==> src/rtl/datapath_ctrl.sv <==
// Issue controller for a two-instruction RV32 subset (LUI, ADD).
// Accepts one instruction, sequences it through DEC/ALU/WR and drives the datapath controls.
module datapath_ctrl #(
    parameter int LENGTH   = 32,
    parameter int NREGS    = 32,
    parameter int SEL_BITS = $clog2(NREGS)
) (
    input  logic                clk,
    input  logic                reset,
    input  logic                instr_valid,
    input  logic [31:0]         instr,
    output logic                instr_ready,
    output logic [SEL_BITS-1:0] addr_a,
    output logic [SEL_BITS-1:0] addr_b,
    output logic [SEL_BITS-1:0] addr_d,
    output logic                wr_regfile,
    output logic [LENGTH-1:0]   imm,
    output logic                f,
    output logic                busy,
    output logic                illegal,
    output logic [15:0]         retired
);

    localparam logic [1:0] IDLE = 2'd0;
    localparam logic [1:0] DEC  = 2'd1;
    localparam logic [1:0] ALU  = 2'd2;
    localparam logic [1:0] WR   = 2'd3;

    localparam logic [6:0] OP_LUI = 7'b0110111;
    localparam logic [6:0] OP_REG = 7'b0110011;

    logic [1:0]          state_q, state_d;
    logic [SEL_BITS-1:0] addr_a_q, addr_a_d;
    logic [SEL_BITS-1:0] addr_b_q, addr_b_d;
    logic [SEL_BITS-1:0] addr_d_q, addr_d_d;
    logic [LENGTH-1:0]   imm_q, imm_d;
    logic                f_q, f_d;
    logic                illegal_q, illegal_d;
    logic [15:0]         retired_q, retired_d;

    logic [6:0] opcode;
    logic [2:0] funct3;
    logic [6:0] funct7;
    logic       is_lui;
    logic       is_add;
    logic       handshake;
    logic       accept;
    logic       reject;

    assign opcode = instr[6:0];
    assign funct3 = instr[14:12];
    assign funct7 = instr[31:25];
    assign is_lui = (opcode == OP_LUI);
    assign is_add = (opcode == OP_REG) && (funct3 == 3'b000) && (funct7 == 7'b0000000);

    // Ready is gated by reset so no handshake can be seen while the block is held in reset.
    assign instr_ready = !reset && ((state_q == IDLE) || (state_q == WR));
    assign handshake   = instr_valid && instr_ready;
    assign accept      = handshake && (is_lui || is_add);
    assign reject      = handshake && !(is_lui || is_add);

    always_comb begin
        state_d = state_q;
        case (state_q)
            IDLE:    state_d = accept ? DEC : IDLE;
            DEC:     state_d = ALU;
            ALU:     state_d = WR;
            WR:      state_d = accept ? DEC : IDLE;
            default: state_d = IDLE;
        endcase
    end

    // Datapath controls only change on a legal acceptance; illegal words leave them untouched.
    always_comb begin
        addr_a_d = addr_a_q;
        addr_b_d = addr_b_q;
        addr_d_d = addr_d_q;
        imm_d    = imm_q;
        f_d      = f_q;
        if (accept) begin
            addr_d_d = SEL_BITS'(instr[11:7]);
            if (is_lui) begin
                addr_a_d = '0;
                addr_b_d = '0;
                imm_d    = LENGTH'({instr[31:12], 12'b0});
                f_d      = 1'b1;
            end else begin
                addr_a_d = SEL_BITS'(instr[19:15]);
                addr_b_d = SEL_BITS'(instr[24:20]);
                imm_d    = '0;
                f_d      = 1'b0;
            end
        end
    end

    always_comb begin
        illegal_d = reject;
        retired_d = (state_q == WR) ? retired_q + 16'd1 : retired_q;
    end

    always_ff @(posedge clk or posedge reset) begin
        if (reset) begin
            state_q   <= IDLE;
            addr_a_q  <= '0;
            addr_b_q  <= '0;
            addr_d_q  <= '0;
            imm_q     <= '0;
            f_q       <= 1'b0;
            illegal_q <= 1'b0;
            retired_q <= '0;
        end else begin
            state_q   <= state_d;
            addr_a_q  <= addr_a_d;
            addr_b_q  <= addr_b_d;
            addr_d_q  <= addr_d_d;
            imm_q     <= imm_d;
            f_q       <= f_d;
            illegal_q <= illegal_d;
            retired_q <= retired_d;
        end
    end

    // Write enable decodes straight from state so an async reset drops it at once.
    assign wr_regfile = (state_q == WR);
    assign busy       = (state_q != IDLE);
    assign addr_a     = addr_a_q;
    assign addr_b     = addr_b_q;
    assign addr_d     = addr_d_q;
    assign imm        = imm_q;
    assign f          = f_q;
    assign illegal    = illegal_q;
    assign retired    = retired_q;

endmodule

==> config.mk <==
export PLATFORM = sky130hd
export DESIGN_NAME = datapath_ctrl
export DESIGN_NICKNAME = d
export VERILOG_FILES = /design/src/rtl/datapath_ctrl.sv
export SDC_FILE = /design/constraint.sdc
export NUM_CORES = 1
export LEC_CHECK = 0
export BUFFER_PORTS_ARGS = -buffer_cell sky130_fd_sc_hd__buf_2
export CAP_MARGIN = 20
export CORE_AREA = 2 2 78 80
export CTS_CLUSTER_DIAMETER = 30
export DETAILED_ROUTE_END_ITERATION = 10
export DIE_AREA = 0 0 80 82
export PLACE_DENSITY = 0.8
export SLEW_MARGIN = 20
export SYNTH_ARGS = -nofsm -noshare
export SYNTH_HDL_FRONTEND = slang
export SYNTH_SLANG_ARGS = --single-unit
==> constraint.sdc <==
create_clock -name clk -period 2 [get_ports clk]
set_input_delay 0.3 -clock clk [delete_from_list [all_inputs] [get_ports clk]]
set_output_delay 0.3 -clock clk [all_outputs]
set_load 0.005 [all_outputs]
Yosys cells after proc, flatten, opt, wreduce, memory -nomap -nowiden
Cells that the tools add are included.
W data, S select, Z words.

word-level totals
  register bits = 67

operators by class
  add/subtract/negate cells = 1
  eq/ne operators = 5
  muxes and demuxes = 6
  reductions and logical operators = 15

operator list
  operator                 number
  $mux W32                 1
  $add A16 B1 Y16 const B  1
  $eq A7 B6 Y1 const B     2
  $mux W5                  2
  $logic_not A7 Y1         1
  $logic_and A1 B1 Y1      6
  $pmux W2 S3              1
  $eq A2 B2 Y1 const B     2
  $logic_not A3 Y1         1
  $eq A2 B1 Y1 const B     1
  $logic_not A1 Y1         2
  $logic_not A2 Y1         1
  $logic_or A1 B1 Y1       2
  $mux W1                  2
  $reduce_bool A2 Y1       1
  $reduce_or A2 Y1         1

Depth between registers and ports, before layout
Gate-level depths: netlist (run 1).

  depth after elaboration = 7
  mapped depth = 7

Worst setup path after synthesis (run 1)
No wires, ideal clock.

  kind = reg-to-reg
  start point = register state_q[0]
  end point = register addr_a_q[0], in the netlist addr_a[0]
  library setup time = 0.121 ns
  data arrival time = 1.827 ns
  required time = 1.879 ns
  slack = 0.052 ns
  stages on the path, launching flop included = 8
  period minus slack after synthesis = 1.948 ns
  path through = dfrtp_1 -> inv_1 -> ha_1 -> or3b_4 -> nor3_4 -> nand2_2 -> buf_6 -> a22o_1

between the ends
  cells in the longest elaborated chain, start to end = 5

ends and longest elaborated chain
  item                                              line  RTL
  start, declared                                   32    logic [1:0] state_q, state_d;
  start signal, assigned                            112   state_q <= state_d;
  $eq A2 B2 Y1 or $logic_not A2 Y1 (tied branches)  57    assign instr_ready = !reset && ((state_q == IDLE) || (state_q == WR));
  $logic_or A1 B1 Y1 (*)                            57
  $logic_and A1 B1 Y1 (*)                           57
  $logic_and A1 B1 Y1 (*)                           58    assign handshake = instr_valid && instr_ready;
  $logic_and A1 B1 Y1 (*)                           59    assign accept = handshake && (is_lui || is_add);
  end signal, assigned                              113   addr_a_q <= addr_a_d;
  end, declared                                     33    logic [SEL_BITS-1:0] addr_a_q, addr_a_d;

Mark *: on every way between the ends. The rest lies on a longest branch, timed or not.
A chain may end at the register's enable or synchronous reset.

Worst setup path after layout (run 1)
  start point = register state_q[1]
  end point = register addr_a_q[3], in the netlist addr_a[3]

Same word-level chain as after synthesis.

==> impl_metrics.py, run 1 <==
metrics = {
    "status": {
        "outcome": "finished, final reports clean",
    },
    "critical_path": {
        "crit_arrival_ns": 2.19,
        "crit_chain": "inv_2, ha_4, or3b_4, nor3_4, buf_6, nor3b_4, buf_6, a22o_1",
        "path_class": "reg -> reg",
        "cp_max_fo": 6,
        "crit_family": "simple AND/OR/NAND/NOR gates",
        "cp_data_required_time_ns": 2.23,
        "crit_top_cell": "buf_6",
        "cp-start-kind": "flip-flop",
        "worst-path-buf-inv": 3,
        "end_kind": "flip-flop",
        "critPathSlowestCell": "dfrtp_1",
        "cpPeakStageDelay_ns": 0.41,
    },
    "logic_synthesis": {
        "syn_area_um2": 2320,
        "async_reset_ff_frac": 1.00,
        "ys.flop_type": "dfrtp_1",
        "synth_edf_count": 0,
        "synth_area_leader_cell": "dfrtp_1",
        "synth_seq_cells": 55,
        "syn_avg_cell_area_um2": 13.2,
        "synthTopCellsByCount": "55 x dfrtp_1, 30 x a22o_1, 12 x buf_4",
        "synth_most_common_cell": "dfrtp_1",
        "synth_cell_types": 29,
        "postSynthCellCount": 176,
        "yosysSeqAreaShare": 0.593,
        "yosysWarningCount": 0,
        "yosys-top-cells-area": "dfrtp_1 59%, a22o_1 11%, buf_4 3.9%",
        "yosysTopAreaCellShare": 0.593,
    },
    "clock_network": {
        "htreeDepth": 2,
        "root_buffer": "clkbuf_8",
        "clk_path_buf_depth": 2,
        "tritoncts": "done",
        "cts_sinks": 55,
        "clkTransAtPathRegs_ns": 0.10,
        "clock_latency_ns": 0.30,
        "cts_buffers": 5,
    },
    "detailed_routing": {
        "vias": 1698,
        "via_per_inst": 4.82,
        "drtPass1Iterations": 4,
        "wire_per_inst_um": 14.1,
        "ant_nets": 0,
        "drt-total-wl_um": 4960,
        "drt_iter0_drc": 75,
        "drc": 0,
    },
    "place": {
        "dp_hpwl_um": 3780,
        "place_congestion": 0.778,
        "io_buffers": 90,
    },
    "floorplan": {
        "rows": 28,
        "start_util": 0.404,
        "chipWidth_um": 80,
        "die_h_um": 82,
        "dieArea_um2": 6560,
        "num_io_pins": 103,
        "core_area_um2": 5750,
    },
    "global_routing": {
        "grt_use_total": 0.153,
        "grt_pass1_vias": 1545,
        "grt_max_degree": 36,
        "grt-ovfl-total": 0,
        "grt_pass1_wl_um": 7770,
        "grt_antenna_before_repair": 0,
    },
    "timing": {
        "setup_viol": 0,
        "worstMarginPinSlew_ns": 0.505,
        "period_share": 0.977,
        "maxSlewViolCount": 0,
        "period_minus_slack_ns": 1.95,
        "rsz0062_at_grt": "yes",
        "hold_viol": 0,
        "maxClockFrequency_mhz": 512,
        "slew_headroom": 0.660,
        "tns_ns": 0,
        "finClkSkew_ns": 0.00712,
    },
    "power_and_ir_drop": {
        "leakagePower_nw": 1.71,
        "ir_drop_uv": 598,
        "power_density_nw_per_um2": 844,
    },
    "finish": {
        "seq_area_um2": 1380,
        "area_delta_synth_final_pct": 30.5,
        "final_util": 0.527,
        "n_fill_cell": 524,
        "layout-drive-gt1-share": 0.451,
        "multi_input_area_um2": 838,
        "num_antenna_cells": 0,
        "fin_nets": 316,
    },
    "hold_path": {
        "hp-class": "in -> async",
    },
    "run": {
        "cap_violations": 0,
    },
}
power by group:
group	total, W	leakage (nW)	internal (W)	switching [W]
sequential	0.00130	0.754	0.00122	0.0000844
clock	0.000751	0.0612	0.000406	0.000345
combinational	0.000506	0.897	0.000273	0.000233
total	0.00256	1.71	0.00189	0.000662
state kept, by name, summed over array words and instances (netlist names):
register  cells
imm          20
retired      16
addr_a        5
addr_b        5
addr_d        5
state_q       2
f             1
illegal       1
worst reg2reg max path, stage by stage (launching register included):
cell	delay, ns
dfrtp_1	0.41
inv_2	0.09
ha_4	0.20
or3b_4	0.41
nor3_4	0.16
buf_6	0.13
nor3b_4	0.22
buf_6	0.16
a22o_1	0.13
path summary, 6_finish.rpt:
kind / startpoint / end / slack, ns / depth (start not counted)
max: state_q[1] / addr_a[3] / 0.05 / 8
min: reset / illegal / 0.02 / 2
max reg2reg: state_q[1] / addr_a[3] / 0.05 / 8
min reg2reg: retired[15] / retired[15] / 0.48 / 1
max in group asynchronous: reset / imm[21] / 1.43 / 3
min in group clk: instr[11] / addr_d[4] / 0.22 / 2
layout make-up:
cell class,instances,area share
Inverter,4,0.00496
Tap cell,75,0.0310
Clock buffer,6,0.0273
Sequential cell,55,0.454
Clock inverter,2,0.0116
Timing Repair Buffer,102,0.194
Multi-Input combinational cell,108,0.277
layout by cell type, fill, tap and decap left out:
| cell | count |
|---|---|
| a21o_1 | 1 |
| a21oi_1 | 2 |
| a22o_1 | 30 |
| a31o_2 | 1 |
| and2_1 | 2 |
| and3_1 | 2 |
| and4_1 | 4 |
| buf_12 | 2 |
| buf_2 | 90 |
| buf_4 | 4 |
| buf_6 | 6 |
| bufinv_16 | 1 |
| clkbuf_8 | 6 |
| clkinv_2 | 1 |
| conb_1 | 12 |
| dfrtp_1 | 55 |
| ha_1 | 4 |
| ha_4 | 1 |
| inv_1 | 1 |
| inv_2 | 3 |
| mux2_2 | 6 |
| nand2_1 | 5 |
| nand2_2 | 1 |
| nand2b_1 | 1 |
| nand3_1 | 6 |
| nand4_1 | 3 |
| nand4b_1 | 1 |
| nor2_1 | 6 |
| nor3_4 | 1 |
| nor3b_4 | 1 |
| nor4_1 | 2 |
| or3b_4 | 1 |
| xnor2_1 | 10 |
| xor2_1 | 5 |
per-layer routing:
| metal | share of wire | track usage | vias up |
|---|---|---|---|
| met5 | 0 | 0 | - |
| met4 | 0.0024 | 0.0271 | 0 |
| met3 | 0.075 | 0.0451 | 2 |
| met2 | 0.46 | 0.238 | 71 |
| met1 | 0.46 | 0.216 | 818 |
| li1 | - | - | 807 |
cell families (layout without fill, tap and decap cells):
| kind of cell | after synthesis | count (layout) | share of synthesized area |
|---|---|---|---|
| other | 1 | 12 | 0.00162 |
| AOI/OAI and AO/OA | 34 | 34 | 0.125 |
| buffers and inverters | 24 | 114 | 0.0690 |
| xor gates and xnor gates | 15 | 15 | 0.0566 |
| DFF | 55 | 55 | 0.593 |
| and+or+nand+nor | 36 | 36 | 0.0992 |
| muxes | 6 | 6 | 0.0291 |
| adders and majority gates | 5 | 5 | 0.0270 |
repair_timing:
action                                  CTS  global route
hold endpoints to repair                  0             0
resized for setup                         4             5
buffers inserted                          1             2
hold buffers                              0             0
pin swaps                                 0             4
endpoints found under the setup margin   23            33
metrics by stage:
step / instance area [um^2] / hold WS [ns] / worst slack (ns) / power (W) / std cells
floorplan: 2360 / 0.433 / 0.0521 / 0.00155 / 187
global placement: 2850 / 0.358 / 0.0553 / 0.00175 / 341
detailed placement: 2850 / 0.352 / -0.0432 / 0.00177 / 341
CTS: 3000 / 0.0137 / 0.000961 / 0.00257 / 350
global route: 3030 / 0.0360 / -0.0738 / 0.00269 / 352
finish: 3030 / 0.0167 / 0.0461 / 0.00256 / 352
Power figures use the tool's default switching activity.
==> run 2, diff against run 1 <==
PLACE_DENSITY = unset   (was 0.8)
PLACE_DENSITY_LB_ADDON = 0.25   (was unset)
==> impl_metrics.py, run 2 (synthesis gave the netlist of run 1 again) <==
metrics = {
    "status": {
        "outcome": "finished, final reports clean",
    },
    "power_and_ir_drop": {
        "p_total_w": 0.00252,
        "leakagePower_nw": 1.70,
        "power_density_nw_per_um2": 841,
        "ir_drop_uv": 378,
    },
    "finish": {
        "stdcell_count": 350,
        "n_fill_cell": 531,
        "num_antenna_cells": 0,
        "area_delta_synth_final_pct": 29.2,
        "final_util": 0.522,
        "final_cell_mix": "90 x buf_2, 55 x dfrtp_1, 30 x a22o_1",
        "largest_register_ffs": 20,
        "layout-drive-gt1-share": 0.447,
        "fin_nets": 314,
        "layout_commonest_cell": "buf_2",
    },
    "timing": {
        "period_share": 0.963,
        "finClkSkew_ns": 0.00813,
        "maxClockFrequency_mhz": 519,
        "period_minus_slack_ns": 1.93,
        "setup_viol": 0,
        "hold_viol": 0,
        "hold_slack_ns": 0.0225,
        "rsz0062_at_grt": "yes",
        "maxSlewViolCount": 0,
    },
    "critical_path": {
        "cp-start-kind": "flip-flop",
        "crit_arrival_ns": 2.17,
        "r2r-end": "addr_a[4]",
        "cp_max_fo": 5,
        "worstRegToRegCells": 8,
        "cp_data_required_time_ns": 2.25,
        "r2r-start": "state_q[0]",
        "end_kind": "flip-flop",
        "rrSetupSlack_ns": 0.07,
        "path_class": "reg -> reg",
    },
    "global_routing": {
        "grt_use_total": 0.153,
        "grt_max_degree": 37,
        "grt_pass1_vias": 1531,
        "grt_pass1_wl_um": 7670,
        "grt-ovfl-total": 0,
        "grt_antenna_before_repair": 0,
    },
    "detailed_routing": {
        "via_per_inst": 4.78,
        "vias": 1672,
        "ant_nets": 0,
        "drc": 0,
        "drt_iter0_drc": 70,
        "drtPass1Iterations": 4,
        "drt-total-wl_um": 4800,
        "wire_per_inst_um": 13.7,
    },
    "clock_network": {
        "htreeDepth": 2,
        "tritoncts": "done",
        "clkTransAtPathRegs_ns": 0.09,
        "clk_path_buf_depth": 2,
        "cts_hold_buf": 0,
        "clock_latency_ns": 0.31,
        "root_buffer": "clkbuf_8",
        "cts_buffers": 5,
        "cts_sinks": 55,
    },
    "floorplan": {
        "num_io_pins": 103,
        "rows": 28,
        "start_util": 0.404,
        "chipWidth_um": 80,
        "core_area_um2": 5750,
        "dieArea_um2": 6560,
        "die_h_um": 82,
    },
    "hold_path": {
        "hp-class": "in -> async",
    },
    "place": {
        "place_inst": 340,
        "place_congestion": 0.747,
        "dp_hpwl_um": 3630,
        "io_buffers": 90,
    },
    "run": {
        "cap_violations": 0,
    },
}
[run 2: cell count changes in the layout (fill, tap and decap cells not counted), sizes merged]
cell,before,now
buf,102,100
clkbuf,6,5
clkinv,1,2
[run 2: worst max-delay path by stage]
stage	startpoint	endpoint	slack [ns]	depth (start not counted)
2_1_floorplan	state_q[0]	addr_a[0]	0.05	7
3_3_place_gp	state_q[1]	addr_a[0]	0.05	8
3_5_place_dp	state_q[1]	addr_b[2]	-0.002	8
4_1_cts	state_q[0]	addr_b[2]	0.006	8
5_1_grt	state_q[0]	addr_b[4]	-0.04	8
6_report	state_q[0]	addr_a[4]	0.07	8
[run 2: cell type report]
type                    instances  area (um^2)  share of cell area
repair buffers                100          562               0.187
flip-flops and latches         55         1380               0.459
well taps                      75         93.8              0.0313
multi-input cells             108          838               0.280
clock inverters                 3         43.8              0.0146
clock buffers                   5         68.8              0.0230
inverters                       4         15.0             0.00501
[run 2: metal layers]
| layer | share of wire | vias up | track usage |
|---|---|---|---|
| li1 | - | 801 | - |
| met1 | 0.46 | 800 | 0.209 |
| met2 | 0.46 | 65 | 0.236 |
| met3 | 0.065 | 6 | 0.0385 |
| met4 | 0.015 | 0 | 0.0559 |
| met5 | 0 | - | 0 |
[run 2: where the power goes]
group	internal (W)	switching (W)	total [W]
registers	0.00122	0.0000786	0.00129
clock network	0.000373	0.000353	0.000726
logic	0.000271	0.000232	0.000502
[run 2: worst max-delay path: stages (launching register included)]
cell	delay (ns)
dfrtp_1	0.40
inv_2	0.09
ha_4	0.21
or3b_4	0.41
nor3_4	0.16
buf_6	0.12
nor3b_4	0.21
buf_6	0.15
a22o_1	0.12
[run 2: repair_timing]
action                     in CTS  in global routing
pin swaps                       0                  2
gates resized for setup         0                  6
setup endpoints to repair       6                 36
buffers inserted                1                  1
[run 2: through the flow]
step                TNS [ns]  area, um^2  worst slack, ns
floorplan                  0        2360           0.0521
global placement           0        2850           0.0495
detailed placement  -0.00177        2850         -0.00177
CTS                        0        2970          0.00560
global route          -0.246        3000          -0.0367
finish                     0        3000           0.0744
==> run 3, diff against run 2 <==
--- a/config.mk
+++ b/config.mk
@@ -9,7 +9,8 @@
 export CAP_MARGIN = 20
-export CORE_AREA = 2 2 78 80
+export CORE_AREA = 2 2 74 76
 export CTS_CLUSTER_DIAMETER = 30
 export DETAILED_ROUTE_END_ITERATION = 10
-export DIE_AREA = 0 0 80 82
+export DIE_AREA = 0 0 76 78
 export PLACE_DENSITY_LB_ADDON = 0.25
+export SKIP_CTS_REPAIR_TIMING = 1
 export SLEW_MARGIN = 20
==> constraint.sdc (replaced) <==
create_clock -name clk -period 2.18 [get_ports clk]
set_input_delay 0.218 -clock clk [delete_from_list [all_inputs] [get_ports clk]]
set_output_delay 0.218 -clock clk [all_outputs]
set_load 0.005 [all_outputs]
==> impl_metrics.py, run 3 (synthesis gave the netlist of run 1 again) <==
metrics = {
    "power_and_ir_drop": {
        "p_total_w": 0.00225,
        "ir_drop_uv": 474,
        "leakagePower_nw": 1.70,
        "power_density_nw_per_um2": 752,
    },
    "place": {
        "place_congestion": 0.753,
        "dp_hpwl_um": 3670,
        "io_buffers": 90,
        "dp_slack_ns": 0.0730,
    },
    "finish": {
        "layout_commonest_cell": "buf_2",
        "largest_register_ffs": 20,
        "num_antenna_cells": 0,
        "layout-drive-gt1-share": 0.438,
        "area_delta_synth_final_pct": 28.7,
        "final_cell_mix": "90 x buf_2, 55 x dfrtp_1, 30 x a22o_1",
        "final_util": 0.592,
        "fin_nets": 316,
    },
    "global_routing": {
        "grt_pass1_vias": 1508,
        "grt_pass1_wl_um": 7660,
        "grt-ovfl-total": 0,
        "grt_use_total": 0.163,
        "grt_max_degree": 32,
        "grt_antenna_before_repair": 0,
    },
    "detailed_routing": {
        "drtPass1Iterations": 4,
        "vias": 1694,
        "drt_iter0_drc": 61,
        "via_per_inst": 4.90,
        "wire_per_inst_um": 14.0,
        "drt-total-wl_um": 4850,
        "ant_nets": 0,
        "drc": 0,
    },
    "timing": {
        "period_share": 0.964,
        "maxSlewViolCount": 0,
        "tns_ns": 0,
        "hold_slack_ns": 0.146,
        "period_minus_slack_ns": 2.10,
        "setup_viol": 0,
        "finClkSkew_ns": 0.00919,
        "layout_setup_ws_ns": 0.0786,
        "hold_viol": 0,
        "maxClockFrequency_mhz": 476,
    },
    "critical_path": {
        "rrSetupSlack_ns": 0.08,
        "crit_arrival_ns": 2.30,
        "r2r-end": "addr_d[3]",
        "cp-start-kind": "flip-flop",
        "worstRegToRegCells": 7,
        "end_kind": "flip-flop",
        "cp_max_fo": 4,
        "path_class": "reg -> reg",
        "r2r-start": "state_q[1]",
        "cp_data_required_time_ns": 2.37,
    },
    "run": {
        "cap_violations": 0,
    },
    "floorplan": {
        "num_io_pins": 103,
        "rows": 26,
        "dieArea_um2": 5930,
        "die_h_um": 78,
        "core_area_um2": 5040,
        "start_util": 0.460,
        "chipWidth_um": 76,
    },
    "clock_network": {
        "cts_buffers": 5,
        "clkTransAtPathRegs_ns": 0.09,
        "clk_path_buf_depth": 2,
        "root_buffer": "clkbuf_8",
        "tritoncts": "done",
        "clock_latency_ns": 0.30,
        "cts_sinks": 55,
        "htreeDepth": 2,
    },
    "hold_path": {
        "min_path_cells": 2,
        "hp-class": "in -> reg",
        "min-delay-start": "instr[11]",
        "min_to": "addr_d[4]",
    },
    "status": {
        "outcome": "finished, final reports clean",
    },
}
## run 3: changes by cell type in the layout (fill, tap and decap cells not counted), sizes merged
cell / previous run / this run
buf: 100 / 101
clkinv: 2 / 0
clkinvlp: 0 / 1
dlygate4sd3: 0 / 1
## run 3: per-stage QoR
step,instance area [um^2],std cells
2_1_floorplan,2360,187
3_3_place_gp,2810,332
3_5_place_dp,2810,332
4_1_cts,2910,339
5_1_grt,2990,346
6_report,2990,346
## run 3: power breakdown
group	switching, W	internal, W	leakage, nW
Sequential	0.0000758	0.00111	0.754
Combinational	0.000193	0.000219	0.898
Clock	0.000308	0.000336	0.0502
Total	0.000577	0.00167	1.70
## run 3: routing by layer
layer  vias up  track usage  share of wire
met5         -            0              0
met4         0       0.0600         0.0083
met3         2       0.0337          0.052
met2        66        0.270           0.50
met1       829        0.215           0.44
li1        797            -              -
## run 3: cell type report
cell class                 count  area, um^2
fill                         421        2060
sequential                    55        1380
multi-input combinational    108         833
timing repair buffer         102         568
tap                           70        87.6
clock buffer                   5        68.8
clock inverter                 2        37.5
inverter                       4        15.0
## run 3: critical path, cell delays in order, from the launching register on
cell and delay (ns):
dfrtp_1 0.38, inv_1 0.07, ha_1 0.30, or3b_4 0.42, nor3_4 0.30, nand2_4 0.10, buf_4 0.16, mux2_2 0.26
## run 3: worst max-delay path by stage
stage	startpoint	to
2_1_floorplan	state_q[0]	addr_a[0]
3_3_place_gp	state_q[0]	addr_a[1]
3_5_place_dp	state_q[0]	addr_b[4]
4_1_cts	state_q[0]	addr_b[4]
5_1_grt	state_q[1]	addr_b[3]
6_report	state_q[1]	addr_d[3]
